--- src/rtl/rng_pkg.sv ---
// Shared types and helpers for the multi-channel RNG controller.
// Holds the source-mode and overflow-policy encodings plus the bytes-per-word helper.
package rng_pkg;

    typedef enum logic {
        MODE_SINGLE = 1'b0,
        MODE_XOR    = 1'b1
    } mode_e;

    typedef enum logic {
        OVF_HALT = 1'b0,
        OVF_DROP = 1'b1
    } ovf_e;

    localparam int DROP_W = 16;

    function automatic int bpw(input int word_w);
        return word_w / 8;
    endfunction

endpackage

--- src/rtl/rng_ctrl_mc_if.sv ---
// Sample-input / FIFO-output bus of the RNG controller.
// The master side feeds samples and FIFO status; the slave side is the controller.
interface rng_ctrl_mc_if #(
    parameter int NCH      = 4,
    parameter int SAMPLE_W = 16,
    parameter int WORD_W   = 32
);
    logic [NCH*SAMPLE_W-1:0] DATA_IN;
    logic [NCH-1:0]          DATA_RE;
    logic                    FIFO_FULL;
    logic [WORD_W:0]         DATA_OUT;
    logic                    DATA_WE;

    modport master (
        output DATA_IN,
        output DATA_RE,
        output FIFO_FULL,
        input  DATA_OUT,
        input  DATA_WE
    );

    modport slave (
        input  DATA_IN,
        input  DATA_RE,
        input  FIFO_FULL,
        output DATA_OUT,
        output DATA_WE
    );
endinterface

--- src/rtl/rng_word_packer.sv ---
// Serial-to-parallel packer: shifts random bits in at the LSB and flags the
// cycle in which the WORD_W-th bit arrives, presenting the full word combinationally.
module rng_word_packer #(
    parameter int WORD_W = 32
) (
    input  logic              clk,
    input  logic              rst_n,
    input  logic              rnd_bit,
    input  logic              valid,
    input  logic              clear,
    output logic [WORD_W-1:0] word,
    output logic              word_done
);
    localparam int CNT_W = $clog2(WORD_W);
    localparam logic [CNT_W-1:0] LAST_IDX = CNT_W'(WORD_W - 1);

    logic [WORD_W-2:0] shift_reg;
    logic [CNT_W-1:0]  cnt_reg;

    // The completing bit is never stored; it goes straight into the LSB of the output.
    assign word      = {shift_reg, rnd_bit};
    assign word_done = valid && (cnt_reg == LAST_IDX);

    always_ff @(posedge clk or negedge rst_n) begin
        if (!rst_n) begin
            shift_reg <= '0;
            cnt_reg   <= '0;
        end else if (clear) begin
            shift_reg <= '0;
            cnt_reg   <= '0;
        end else if (valid) begin
            if (word_done) begin
                shift_reg <= '0;
                cnt_reg   <= '0;
            end else begin
                shift_reg <= {shift_reg[WORD_W-3:0], rnd_bit};
                cnt_reg   <= cnt_reg + 1'b1;
            end
        end
    end

endmodule

--- src/rtl/rng_ctrl_mc.sv ---
// Multi-channel RNG controller: derives one bit per accepted sample event, packs
// words for the FIFO with DMA "last" tagging, byte budget and overflow policy.
module rng_ctrl_mc
    import rng_pkg::*;
#(
    parameter int NCH      = 4,
    parameter int SAMPLE_W = 16,
    parameter int WORD_W   = 32,
    parameter int CW       = 32,
    localparam int CSW     = (NCH > 1) ? $clog2(NCH) : 1
) (
    input  logic              CLK,
    input  logic              RST_X,
    rng_ctrl_mc_if.slave      bus,
    input  logic              GO,
    input  logic              STOP,
    input  logic              MODE,
    input  logic [CSW-1:0]    CH_SEL,
    input  logic [NCH-1:0]    CH_EN,
    input  logic              OVF_MODE,
    output logic              RUN,
    output logic              OVER,
    output logic [DROP_W-1:0] DROP_CNT,
    input  logic [CW-1:0]     SEND_BYTES,
    output logic [CW-1:0]     SENT_BYTES,
    input  logic [CW-1:0]     DMA_BYTES,
    output logic [CW-1:0]     SUM_DATA
);
    localparam int BPW = bpw(WORD_W);
    localparam logic [CW-1:0] BPW_C   = CW'(BPW);
    localparam logic [CW:0]   BPW_EXT = (CW+1)'(BPW);
    localparam logic [DROP_W-1:0] DROP_MAX = {DROP_W{1'b1}};

    mode_e             mode_reg;
    ovf_e              ovf_reg;
    logic [CSW-1:0]    ch_sel_reg;
    logic [NCH-1:0]    ch_en_reg;
    logic              run_reg;
    logic              over_reg;
    logic [DROP_W-1:0] drop_cnt_reg;
    logic [CW-1:0]     sent_reg;
    logic [CW-1:0]     sum_reg;
    logic [CW-1:0]     dma_cnt_reg;

    logic [SAMPLE_W-1:0] samples [NCH];

    for (genvar gi = 0; gi < NCH; gi++) begin : g_unpack
        assign samples[gi] = bus.DATA_IN[gi*SAMPLE_W +: SAMPLE_W];
    end

    logic [SAMPLE_W-1:0] sel_sample;
    logic [SAMPLE_W-1:0] xor_sample;
    logic [SAMPLE_W-1:0] src_sample;
    logic                sel_re;
    logic                xor_re;
    logic                src_re;

    always_comb begin
        sel_sample = '0;
        sel_re     = 1'b0;
        if (int'(ch_sel_reg) < NCH) begin
            sel_sample = samples[ch_sel_reg];
            sel_re     = bus.DATA_RE[ch_sel_reg];
        end
        xor_sample = '0;
        for (int i = 0; i < NCH; i++) begin
            if (ch_en_reg[i]) begin
                xor_sample = xor_sample ^ samples[i];
            end
        end
        // An empty mask must never produce an event, hence the explicit |ch_en_reg.
        xor_re = (|ch_en_reg) && ((bus.DATA_RE & ch_en_reg) == ch_en_reg);
        if (mode_reg == MODE_XOR) begin
            src_sample = xor_sample;
            src_re     = xor_re;
        end else begin
            src_sample = sel_sample;
            src_re     = sel_re;
        end
    end

    logic              accept;
    logic [WORD_W-1:0] word;
    logic              word_done;
    logic              write;
    logic              overflow;
    logic              last;
    logic [CW-1:0]     sent_next;
    logic [CW:0]       dma_sum;

    assign accept = run_reg && !STOP && !GO && src_re;

    rng_word_packer #(
        .WORD_W (WORD_W)
    ) u_packer (
        .clk       (CLK),
        .rst_n     (RST_X),
        .rnd_bit   (src_sample[0]),
        .valid     (accept),
        .clear     (STOP),
        .word      (word),
        .word_done (word_done)
    );

    assign write     = word_done && !bus.FIFO_FULL;
    assign overflow  = word_done && bus.FIFO_FULL;
    assign sent_next = sent_reg + BPW_C;
    // One extra bit keeps the packet-boundary compare exact near the top of the range.
    assign dma_sum   = {1'b0, dma_cnt_reg} + BPW_EXT;
    assign last      = (dma_sum >= {1'b0, DMA_BYTES});

    assign bus.DATA_WE  = write;
    assign bus.DATA_OUT = write ? {last, word} : '0;

    always_ff @(posedge CLK or negedge RST_X) begin
        if (!RST_X) begin
            mode_reg     <= MODE_SINGLE;
            ovf_reg      <= OVF_HALT;
            ch_sel_reg   <= '0;
            ch_en_reg    <= '0;
            run_reg      <= 1'b0;
            over_reg     <= 1'b0;
            drop_cnt_reg <= '0;
            sent_reg     <= '0;
            sum_reg      <= '0;
            dma_cnt_reg  <= '0;
        end else if (STOP) begin
            mode_reg     <= MODE_SINGLE;
            ovf_reg      <= OVF_HALT;
            ch_sel_reg   <= '0;
            ch_en_reg    <= '0;
            run_reg      <= 1'b0;
            over_reg     <= 1'b0;
            drop_cnt_reg <= '0;
            sent_reg     <= '0;
            sum_reg      <= '0;
            dma_cnt_reg  <= '0;
        end else if (GO) begin
            if (!run_reg) begin
                run_reg    <= 1'b1;
                mode_reg   <= mode_e'(MODE);
                ovf_reg    <= ovf_e'(OVF_MODE);
                ch_sel_reg <= CH_SEL;
                ch_en_reg  <= CH_EN;
            end
        end else if (accept) begin
            sum_reg <= sum_reg + CW'(src_sample);
            if (write) begin
                sent_reg    <= sent_next;
                dma_cnt_reg <= last ? '0 : (dma_cnt_reg + BPW_C);
                if ((SEND_BYTES != '0) && (sent_next >= SEND_BYTES)) begin
                    run_reg <= 1'b0;
                end
            end else if (overflow) begin
                over_reg <= 1'b1;
                if (ovf_reg == OVF_HALT) begin
                    run_reg <= 1'b0;
                end else if (drop_cnt_reg != DROP_MAX) begin
                    drop_cnt_reg <= drop_cnt_reg + 1'b1;
                end
            end
        end
    end

    assign RUN        = run_reg;
    assign OVER       = over_reg;
    assign DROP_CNT   = drop_cnt_reg;
    assign SENT_BYTES = sent_reg;
    assign SUM_DATA   = sum_reg;

endmodule

--- src/flat_wrapper.sv ---
// flat-port wrapper written by rule: the top's interface ports become plain ports
module rng_ctrl_mc_flat import rng_pkg::*;
#(
    parameter int NCH      = 4,
    parameter int SAMPLE_W = 16,
    parameter int WORD_W   = 32,
    parameter int CW       = 32,
    localparam int CSW     = (NCH > 1) ? $clog2(NCH) : 1
)
  (CLK, RST_X, GO, STOP, MODE, CH_SEL, CH_EN, OVF_MODE, RUN, OVER, DROP_CNT, SEND_BYTES, SENT_BYTES, DMA_BYTES, SUM_DATA, bus_DATA_IN, bus_DATA_RE, bus_FIFO_FULL, bus_DATA_OUT, bus_DATA_WE);
  rng_ctrl_mc_if #(.NCH(NCH), .SAMPLE_W(SAMPLE_W), .WORD_W(WORD_W)) bus_i ();
  input  logic CLK;
  input  logic RST_X;
  input  logic GO;
  input  logic STOP;
  input  logic MODE;
  input  logic [CSW-1:0] CH_SEL;
  input  logic [NCH-1:0] CH_EN;
  input  logic OVF_MODE;
  output logic RUN;
  output logic OVER;
  output logic [DROP_W-1:0] DROP_CNT;
  input  logic [CW-1:0] SEND_BYTES;
  output logic [CW-1:0] SENT_BYTES;
  input  logic [CW-1:0] DMA_BYTES;
  output logic [CW-1:0] SUM_DATA;
  input wire logic [$bits(bus_i.DATA_IN)-1:0] bus_DATA_IN;
  input wire logic [$bits(bus_i.DATA_RE)-1:0] bus_DATA_RE;
  input wire logic [$bits(bus_i.FIFO_FULL)-1:0] bus_FIFO_FULL;
  output wire logic [$bits(bus_i.DATA_OUT)-1:0] bus_DATA_OUT;
  output wire logic [$bits(bus_i.DATA_WE)-1:0] bus_DATA_WE;
  assign bus_i.DATA_IN = bus_DATA_IN;
  assign bus_i.DATA_RE = bus_DATA_RE;
  assign bus_i.FIFO_FULL = bus_FIFO_FULL;
  assign bus_DATA_OUT = bus_i.DATA_OUT;
  assign bus_DATA_WE = bus_i.DATA_WE;
  rng_ctrl_mc #(.NCH(NCH), .SAMPLE_W(SAMPLE_W), .WORD_W(WORD_W), .CW(CW)) u_core (.CLK(CLK), .RST_X(RST_X), .bus(bus_i), .GO(GO), .STOP(STOP), .MODE(MODE), .CH_SEL(CH_SEL), .CH_EN(CH_EN), .OVF_MODE(OVF_MODE), .RUN(RUN), .OVER(OVER), .DROP_CNT(DROP_CNT), .SEND_BYTES(SEND_BYTES), .SENT_BYTES(SENT_BYTES), .DMA_BYTES(DMA_BYTES), .SUM_DATA(SUM_DATA));
endmodule
--- config.mk ---
export PLATFORM = sky130hd
export DESIGN_NAME = rng_ctrl_mc_flat
export DESIGN_NICKNAME = d
export VERILOG_FILES = /design/src/rtl/rng_pkg.sv /design/src/rtl/rng_ctrl_mc_if.sv /design/src/rtl/rng_word_packer.sv /design/src/rtl/rng_ctrl_mc.sv /design/src/flat_wrapper.sv
export SDC_FILE = /design/constraint.sdc
export NUM_CORES = 1
export LEC_CHECK = 0
export ABC_AREA = 1
export BUFFER_PORTS_ARGS = -buffer_cell sky130_fd_sc_hd__buf_4
export CAP_MARGIN = 25
export CORE_AREA = 4 4 149 295
export CTS_CLUSTER_SIZE = 12
export DETAILED_ROUTE_END_ITERATION = 7
export DIE_AREA = 0 0 153 299
export GPL_ROUTABILITY_DRIVEN = 0
export PLACE_DENSITY_LB_ADDON = 0.05
export SLEW_MARGIN = 25
export SYNTH_ARGS = -nofsm -noshare
export SYNTH_HDL_FRONTEND = slang
export SYNTH_SLANG_ARGS = --single-unit
--- constraint.sdc ---
create_clock -name CLK -period 9.1 [get_ports CLK]
set_clock_uncertainty 0.15 [all_clocks]
set_input_delay 0.91 -clock CLK [delete_from_list [all_inputs] [get_ports CLK]]
set_output_delay 0.91 -clock CLK [all_outputs]
set_load 0.05 [all_outputs]
==> results of run 1 <==
cells in the final DEF (no fill, tap or decap), types with 3 or more instances in the layout:
cell type     n
nand2_1     491
buf_4       261
inv_1       241
nor2_1      183
dfrtp_1     153
nand3_1      91
ha_1         82
a21oi_1      80
o21ai_0      78
xnor2_1      70
o22ai_1      51
xor2_1       49
nand4_1      46
nor3_1       34
o21ai_1      28
clkbuf_16    17
nand3b_1     13
nor4_1       13
inv_2         8
a221o_1       6
inv_6         5
a21o_1        4
a22o_1        4
o21bai_1      4
clkinvlp_4    4
nor3b_1       3
a22oi_1       3
o211ai_1      3
per-stage QoR:
step	util	area (um2)	setup WS, ps
floorplan	-	12400	4940
global placement	0.355	14800	4060
detailed placement	0.355	14800	3940
CTS	0.369	15400	3710
global route	0.369	15400	3470
finish	0.369	15400	3780
worst reg2reg max path, stage by stage (launching register included):
cell	delay [ps]
dfrtp_1	400
ha_1	240
inv_1	50
nor2_1	380
nand2_1	160
nor2_1	180
nand3_1	130
xor2_1	150
inv_1	80
ha_1	290
a21oi_1	130
o21ai_0	90
a21oi_1	320
nor2_1	90
nor2_1	720
nand2_1	830
o21ai_1	380
per-layer routing:
layer	vias up	routed length, um
li1	6339	-
met1	6011	17300
met2	345	26300
met3	90	1640
met4	0	2220
met5	-	0
cell type report:
type | instances | area, um2 | area share
clock buffer | 20 | 457 | 0.0297
inverter | 250 | 940 | 0.0611
multi-input combinational | 1354 | 7330 | 0.476
tap | 540 | 676 | 0.0439
clock inverter | 11 | 134 | 0.00871
sequential | 154 | 3850 | 0.251
timing repair buffer | 263 | 1990 | 0.129
worst max-delay path by stage:
stage	from	end	slack (ps)
CTS	u_core.dma_cnt_reg[2]	bus_DATA_OUT[32]	3710
floorplan	u_core.dma_cnt_reg[2]	bus_DATA_OUT[32]	4940
global route	u_core.dma_cnt_reg[2]	bus_DATA_OUT[32]	3470
detailed placement	STOP	u_core.dma_cnt_reg[15]	3940
global placement	STOP	u_core.dma_cnt_reg[19]	4060
finish	u_core.dma_cnt_reg[2]	bus_DATA_OUT[32]	3780
power by group through the flow:
stage / sequential, uW / clock, uW / combinational [uW]
4_1_cts: 712 / 771 / 324
6_report: 713 / 746 / 319
5_1_grt: 714 / 793 / 354
3_3_place_gp: 726 / 0 / 321
3_5_place_dp: 726 / 0 / 322
2_1_floorplan: 729 / 0 / 173
kinds of logic (layout without fill, tap and decap cells):
group,after synthesis,in the layout,synth area share
XOR/XNOR,119,119,0.0840
buffers and inverters,311,544,0.0989
AND/OR/NAND/NOR,886,886,0.302
adder cells (fa/ha/maj),83,83,0.0843
AO/OA/AOI/OAI,264,264,0.120
other,1,2,0.000302
flip-flops,154,154,0.311
==> impl_summary.txt, run 1 <==
----------------------------------------------------
[Run status]
  Run status ... complete, no violations

[Critical path]
  Highest net fanout along the worst path ... 11
  Flop-to-flop setup slack ... about 4200 ps
  End of the worst register-to-register path ... u_core.dma_cnt_reg[5]
  Critical Path Max Stage Delay ... 720 ps
  Worst Reg2Reg Path Length in Cells ... 16
  Setup CP Type ... flop to primary output
  WP data required ... between 8000 and 9000 ps
  Count of buffer and inverter cells on the critical path ... 3
  Crit. path cell count ... 16
  Crit path top cell by count ... nor2_1
  Crit path DAT ... between 4000 and 5000 ps
  CP Cell Sequence ... ha_1 > inv_1 > nor2_1 > nand2_1 > nor2_1 > nand3_1 > xor2_1 > inv_1 > ha_1 > a21oi_1 > o21ai_0 > a21oi_1 > nor2_1 > nor2_1 > a21oi_1 > buf_4
  RR Startpoint ... u_core.dma_cnt_reg[2]
  Nature of the critical path startpoint ... flop
  CP max-delay cell ... nor2_1
  Largest delay share family, worst path ... simple AND/OR/NAND/NOR gates
  Capturing element type of the critical path ... primary output

[Placement]
  Placed wire-length estimate ... 37500 um
  Port Buffer Count ... around 260
  Placed instance count ... 2560

[Synth]
  Leading register cell type out of synthesis ... dfrtp_1
  Async set-reset flop share out of synthesis ... 1.00
  Count of mapped cells out of synthesis ... between 1500 and 2000
  Number of flops mapped to enable cells by yosys ... 0
  Area fraction of the dominant cell type after synthesis ... 0.311
  Most used standard cells in the synthesized netlist ... nand2_1, inv_1, nor2_1
  Flop and latch count out of synthesis ... ~150
  Post-synthesis instance area ... about 0.012 mm2
  Library cell with the highest instance count after synthesis ... nand2_1
  Area contributors post-synth ... dfrtp_1, nand2_1, ha_1, inv_1, nor2_1
  Portion of the post-synthesis area used by sequential elements ... 0.311
  Ys Warns ... 0
  Number of distinct library cells after synthesis ... 45
  Post-synthesis cell type with the largest combined area ... dfrtp_1
  Post-Syn Area per Cell ... 6.82 um2

[Clocking]
  Inserted Clock Buffers ... 17
  Number of hold buffers added after CTS ... 0
  Latest clock arrival within the worst-skew pair ... 440 ps
  Buffers inserted by post-CTS timing repair ... 0
  Resize count post-CTS ... 0
  Clk slew on worst S/H paths ... roughly 70 ps
  Maximum level of the CTS H-tree ... 4
  Clock tree from TritonCTS ... yes
  Clock sink count ... 154
  Clk root buf ... clkbuf_16
  Max Root-Sink Buffers ... 2

[Power]
  Leakage Power ... 0.00767 uW
  Switching share of power ... 0.306
  Total power of the final layout ... approximately 1800 uW
  Clock power frac ... 0.420
  Gate power share ... 0.180
  VDD IR max ... 0.131 mV
  Power Density ... 116 mW/mm2
  Cell Int Power ... roughly 1200 uW
  Share of total power in sequential cells ... 0.401
  Switching power ... about 540 uW

[STA]
  Hold slack ... about 310 ps
  Actual transition at the worst max-transition pin ... 985 ps
  Final period utilization ... 0.585
  Post-layout minimum cycle time ... 5320 ps
  Total negative slack ... 0 ps
  Number of failing setup endpoints in the final timing report ... 0
  Final hold violation count ... 0
  Max transition margin ... 0.341
  Slew Viols, Final ... 0
  Fmax ... ~0.19 GHz
  Unrepaired setup endpoints after global routing ... no

[Cells and area]
  Diode insertion count for antenna repair ... 0
  Number of flip-flops under the largest register name ... 32
  Final instance count without filler cells ... roughly 2600
  Layout fillers ... between 4000 and 5000
  Final nets ... ~2300
  Share of post-route cells with drive strength above 1 ... 0.152
  Area growth from synthesis to layout ... 24.0%

[Floorplan]
  Starting utilization of the core area ... 0.298
  Die Outline Area ... between 0.04 and 0.05 mm2
  Number of top-level design ports ... 261
  Height of the die ... about 300 um
  DIE WIDTH ... between 150 and 200 um
  Core outline area ... between 0.04 and 0.05 mm2
  Rows ... between 100 and 150

[GRT]
  First-pass GRT wire length ... 73700 um
  Met2 layer usage reported by global route ... 0.399
  Top Usage Layer GRT ... met2
  Total overflow reported by the global router ... 0
  Number of global-route vias before repair ... ~13000
  Pin count of the biggest net entering global routing ... slightly above 60
  Met3 track demand over resource in global routing ... 0.0248
  Overall Global Routing Usage ... 0.205
  Met1 layer usage reported by global route ... 0.214
  Number of antenna violations at the first check in global routing ... 0

[Routing]
  Length of the first detailed-routing pass in iterations ... 5
  Average detailed-routed wire length per instance ... ~18 um
  Avg Vias per Cell ... between 4 and 5
  DRC violations left ... 0
  DR iter-0 viols ... 604
  DRT Wirelength ... 47500 um
  Total via count after detailed routing ... between 10000 and 15000
  Post-route antenna net violation count ... 0

[Worst hold path]
  Worst min-delay path category ... input pin to async pin

[Flow run]
  Max_cap viols ... 0

----------------------------------------------------
Note: power is estimated with default switching activity, not from simulation.
==> run 2, diff against run 1 <==
==> constraint.sdc (replaced) <==
create_clock -name CLK -period 5 [get_ports CLK]
set_clock_uncertainty 0.15 [all_clocks]
set_input_delay 0.5 -clock CLK [delete_from_list [all_inputs] [get_ports CLK]]
set_output_delay 0.5 -clock CLK [all_outputs]
set_load 0.05 [all_outputs]
==> run 2 against run 1 <==
Utilization grew 0.33 points. Worst setup slack worse by 3400 ps. Sequential share of layout area fell by 0.23 points. Via count decreased by 0.60%. Clock power is 89% higher. Combinational power grew 91%. Design area is 0.90% higher. Global-route usage barely moved. Final cell count is 0.58% higher. Critical path depth fell by 2. Routed wire length decreased by 0.44%. Register-to-register slack got worse by 3200 ps.
==> impl_summary.txt, run 2 (synthesis gave the netlist of run 1 again) <==
----------------------------------------------------
[Run status]
  Run status ... complete, no violations (unchanged)

[Routing]
  DRC violations left ... 0 (unchanged)
  Length of routed met3 wiring ... 1610 um (was 1640 um)
  Wire length on met2 ... 25700 um (was 26300 um)
  DRT Wirelength ... 47300 um (was 47500 um)
  Wl on met1 ... 17300 um (about the same)
  Uppermost metal layer occupied by signal nets ... met4 (unchanged)
  DR iter-0 viols ... 550 (was 604)
  Post-route antenna net violation count ... 0 (unchanged)
  Total via count after detailed routing ... 12700 (was 12800)
  Length of the first detailed-routing pass in iterations ... 5 (unchanged)
  Avg Vias per Cell ... 4.87 (was 4.93)
  Average detailed-routed wire length per instance ... 18.1 um (was 18.3 um)

[STA]
  Final hold violation count ... 0 (unchanged)
  Fmax ... between 0.2 and 0.25 GHz
  Total negative slack ... 0 ps (unchanged)
  Hold slack ... 133 ps (was 312 ps)
  Max transition margin ... 0.375 (was 0.341)
  Post-layout minimum cycle time ... around 4600 ps
  Actual transition at the worst max-transition pin ... 928 ps (was 985 ps)
  Slew Viols, Final ... 0 (unchanged)
  Final period utilization ... 0.925
  Unrepaired setup endpoints after global routing ... no (unchanged)
  Number of failing setup endpoints in the final timing report ... 0 (unchanged)

[Cells and area]
  Area of all placed cells without fillers ... 0.0155 mm2 (was 0.0154 mm2)
  Commonest non-fill, non-tap cell in the layout ... nand2_1 (unchanged)
  Layout fillers ... 4595 (was 4601)
  Top library cells by usage in the layout, fill and taps aside ... nand2_1, buf_4, inv_1 (unchanged)
  Diode insertion count for antenna repair ... 0 (unchanged)
  Final instance count without filler cells ... 2607 (was 2592)
  Share of the core filled with cells ... 0.373 (was 0.369)
  Number of flip-flops under the largest register name ... 32 (unchanged)
  Area growth from synthesis to layout ... 25.1% (was 24.0%)
  Final nets ... 2282 (was 2268)
  Share of post-route cells with drive strength above 1 ... 0.158 (was 0.152)

[Worst hold path]
  Sink of the worst hold path ... u_core.OVER
  Hold Path Stages ... 2
  Beginning of the worst hold path ... STOP
  Worst min-delay path category ... input pin to flop (was input pin to async pin)

[Floorplan]
  Core outline area ... 0.0416 mm2 (unchanged)
  Starting utilization of the core area ... 0.298 (unchanged)
  Rows ... 106 (unchanged)
  Height of the die ... 299 um (unchanged)
  Die Outline Area ... 0.0457 mm2 (unchanged)
  Number of top-level design ports ... 261 (unchanged)
  DIE WIDTH ... 153 um (unchanged)

[Critical path]
  Highest net fanout along the worst path ... 7 (was 11)
  WP data required ... 4350 ps (was 8040 ps)
  Capturing element type of the critical path ... primary output (unchanged)
  Worst Reg2Reg Path Length in Cells ... 16 (unchanged)
  Nature of the critical path startpoint ... flop (unchanged)
  Flop-to-flop setup slack ... 990 ps (was 4230 ps)
  Setup CP Type ... flop to primary output (unchanged)
  End of the worst register-to-register path ... u_core.dma_cnt_reg[26] (was u_core.dma_cnt_reg[5])
  RR Startpoint ... u_core.dma_cnt_reg[10] (was u_core.dma_cnt_reg[2])
  Crit path DAT ... 3980 ps (was 4260 ps)

[Clocking]
  Resize count post-CTS ... 0 (unchanged)
  Inserted Clock Buffers ... 17 (unchanged)
  Max Root-Sink Buffers ... 2 (unchanged)
  Maximum level of the CTS H-tree ... 4 (unchanged)
  Buffers inserted by post-CTS timing repair ... 0 (unchanged)
  Clock sink count ... 154 (unchanged)
  Clock tree from TritonCTS ... yes (unchanged)
  Clk root buf ... clkbuf_16 (unchanged)
  Clk slew on worst S/H paths ... 80 ps (was 70 ps)
  Latest clock arrival within the worst-skew pair ... 450 ps (was 440 ps)

[Placement]
  Placed instance count ... 2574 (was 2560)
  Placed wire-length estimate ... 37700 um (was 37500 um)
  Area after DPL ... 0.0149 mm2 (was 0.0148 mm2)
  Port Buffer Count ... 258 (unchanged)

[GRT]
  Total overflow reported by the global router ... 0 (unchanged)
  Number of antenna violations at the first check in global routing ... 0 (unchanged)
  Pin count of the biggest net entering global routing ... 101 (was 61)
  Number of global-route vias before repair ... 13300 (was 13200)
  First-pass GRT wire length ... 73300 um (was 73700 um)
  Overall Global Routing Usage ... 0.204 (was 0.205)

[Flow run]
  Max_cap viols ... 0 (unchanged)

[Power]
  VDD IR max ... 0.214 mV (was 0.131 mV)
  Power Density ... 212 mW/mm2 (was 116 mW/mm2)
  Leakage Power ... 0.00777 uW (was 0.00767 uW)

----------------------------------------------------
## run 2: worst max path at each step
stage                                 from                to  slack, ps  depth (start not counted)
floorplan            u_core.dma_cnt_reg[2]  bus_DATA_OUT[32]       1250                         18
CTS                  u_core.dma_cnt_reg[2]  bus_DATA_OUT[32]        320                         16
finish              u_core.dma_cnt_reg[10]  bus_DATA_OUT[32]        370                         14
global placement     u_core.dma_cnt_reg[8]  bus_DATA_OUT[32]        860                         14
global route         u_core.dma_cnt_reg[2]  bus_DATA_OUT[32]         80                         16
detailed placement   u_core.dma_cnt_reg[2]  bus_DATA_OUT[32]        830                         16
## run 2: critical path: stages (launching register included)
cell,delay [ps]
dfrtp_1,390
inv_1,120
nor3_1,380
nand2_1,140
nor3_1,540
xnor2_1,190
inv_1,80
ha_1,280
nand2_1,80
o21ai_0,90
a21oi_1,190
nor2_1,70
nor2_1,540
a21oi_1,200
buf_4,240
## run 2: cell type report
type                    instances  area, um2  area share
well taps                     540        676      0.0435
repair buffers                277       2100       0.135
inverters                     250        940      0.0606
multi-input cells            1354       7330       0.472
clock buffers                  17        425      0.0274
clock inverters                15        198      0.0127
flip-flops and latches        154       3850       0.248
## run 2: what timing repair did
item,in CTS,in global routing
hold buffers,1,0
setup endpoints to repair,0,0
endpoints found under the hold margin,54,0
## run 2: routing by layer
metal	vias to the layer above	track usage
met5	-	0
met2	320	0.393
met1	5923	0.209
met3	97	0.0283
li1	6368	-
met4	0	0.110
## run 2: where the power goes
group	internal [uW]	total, uW	switching, uW	leakage, uW
logic	226	610	384	0.00532
registers	1260	1280	19.8	0.00214
clock network	767	1410	640	0.000303
total	2250	3300	1040	0.00777
## run 2: stage by stage
step / power, uW / setup WS (ps)
2_1_floorplan: 1640 / 1250
3_3_place_gp: 1910 / 860
3_5_place_dp: 1920 / 829
4_1_cts: 3350 / 324
5_1_grt: 3460 / 75.8
6_report: 3300 / 375
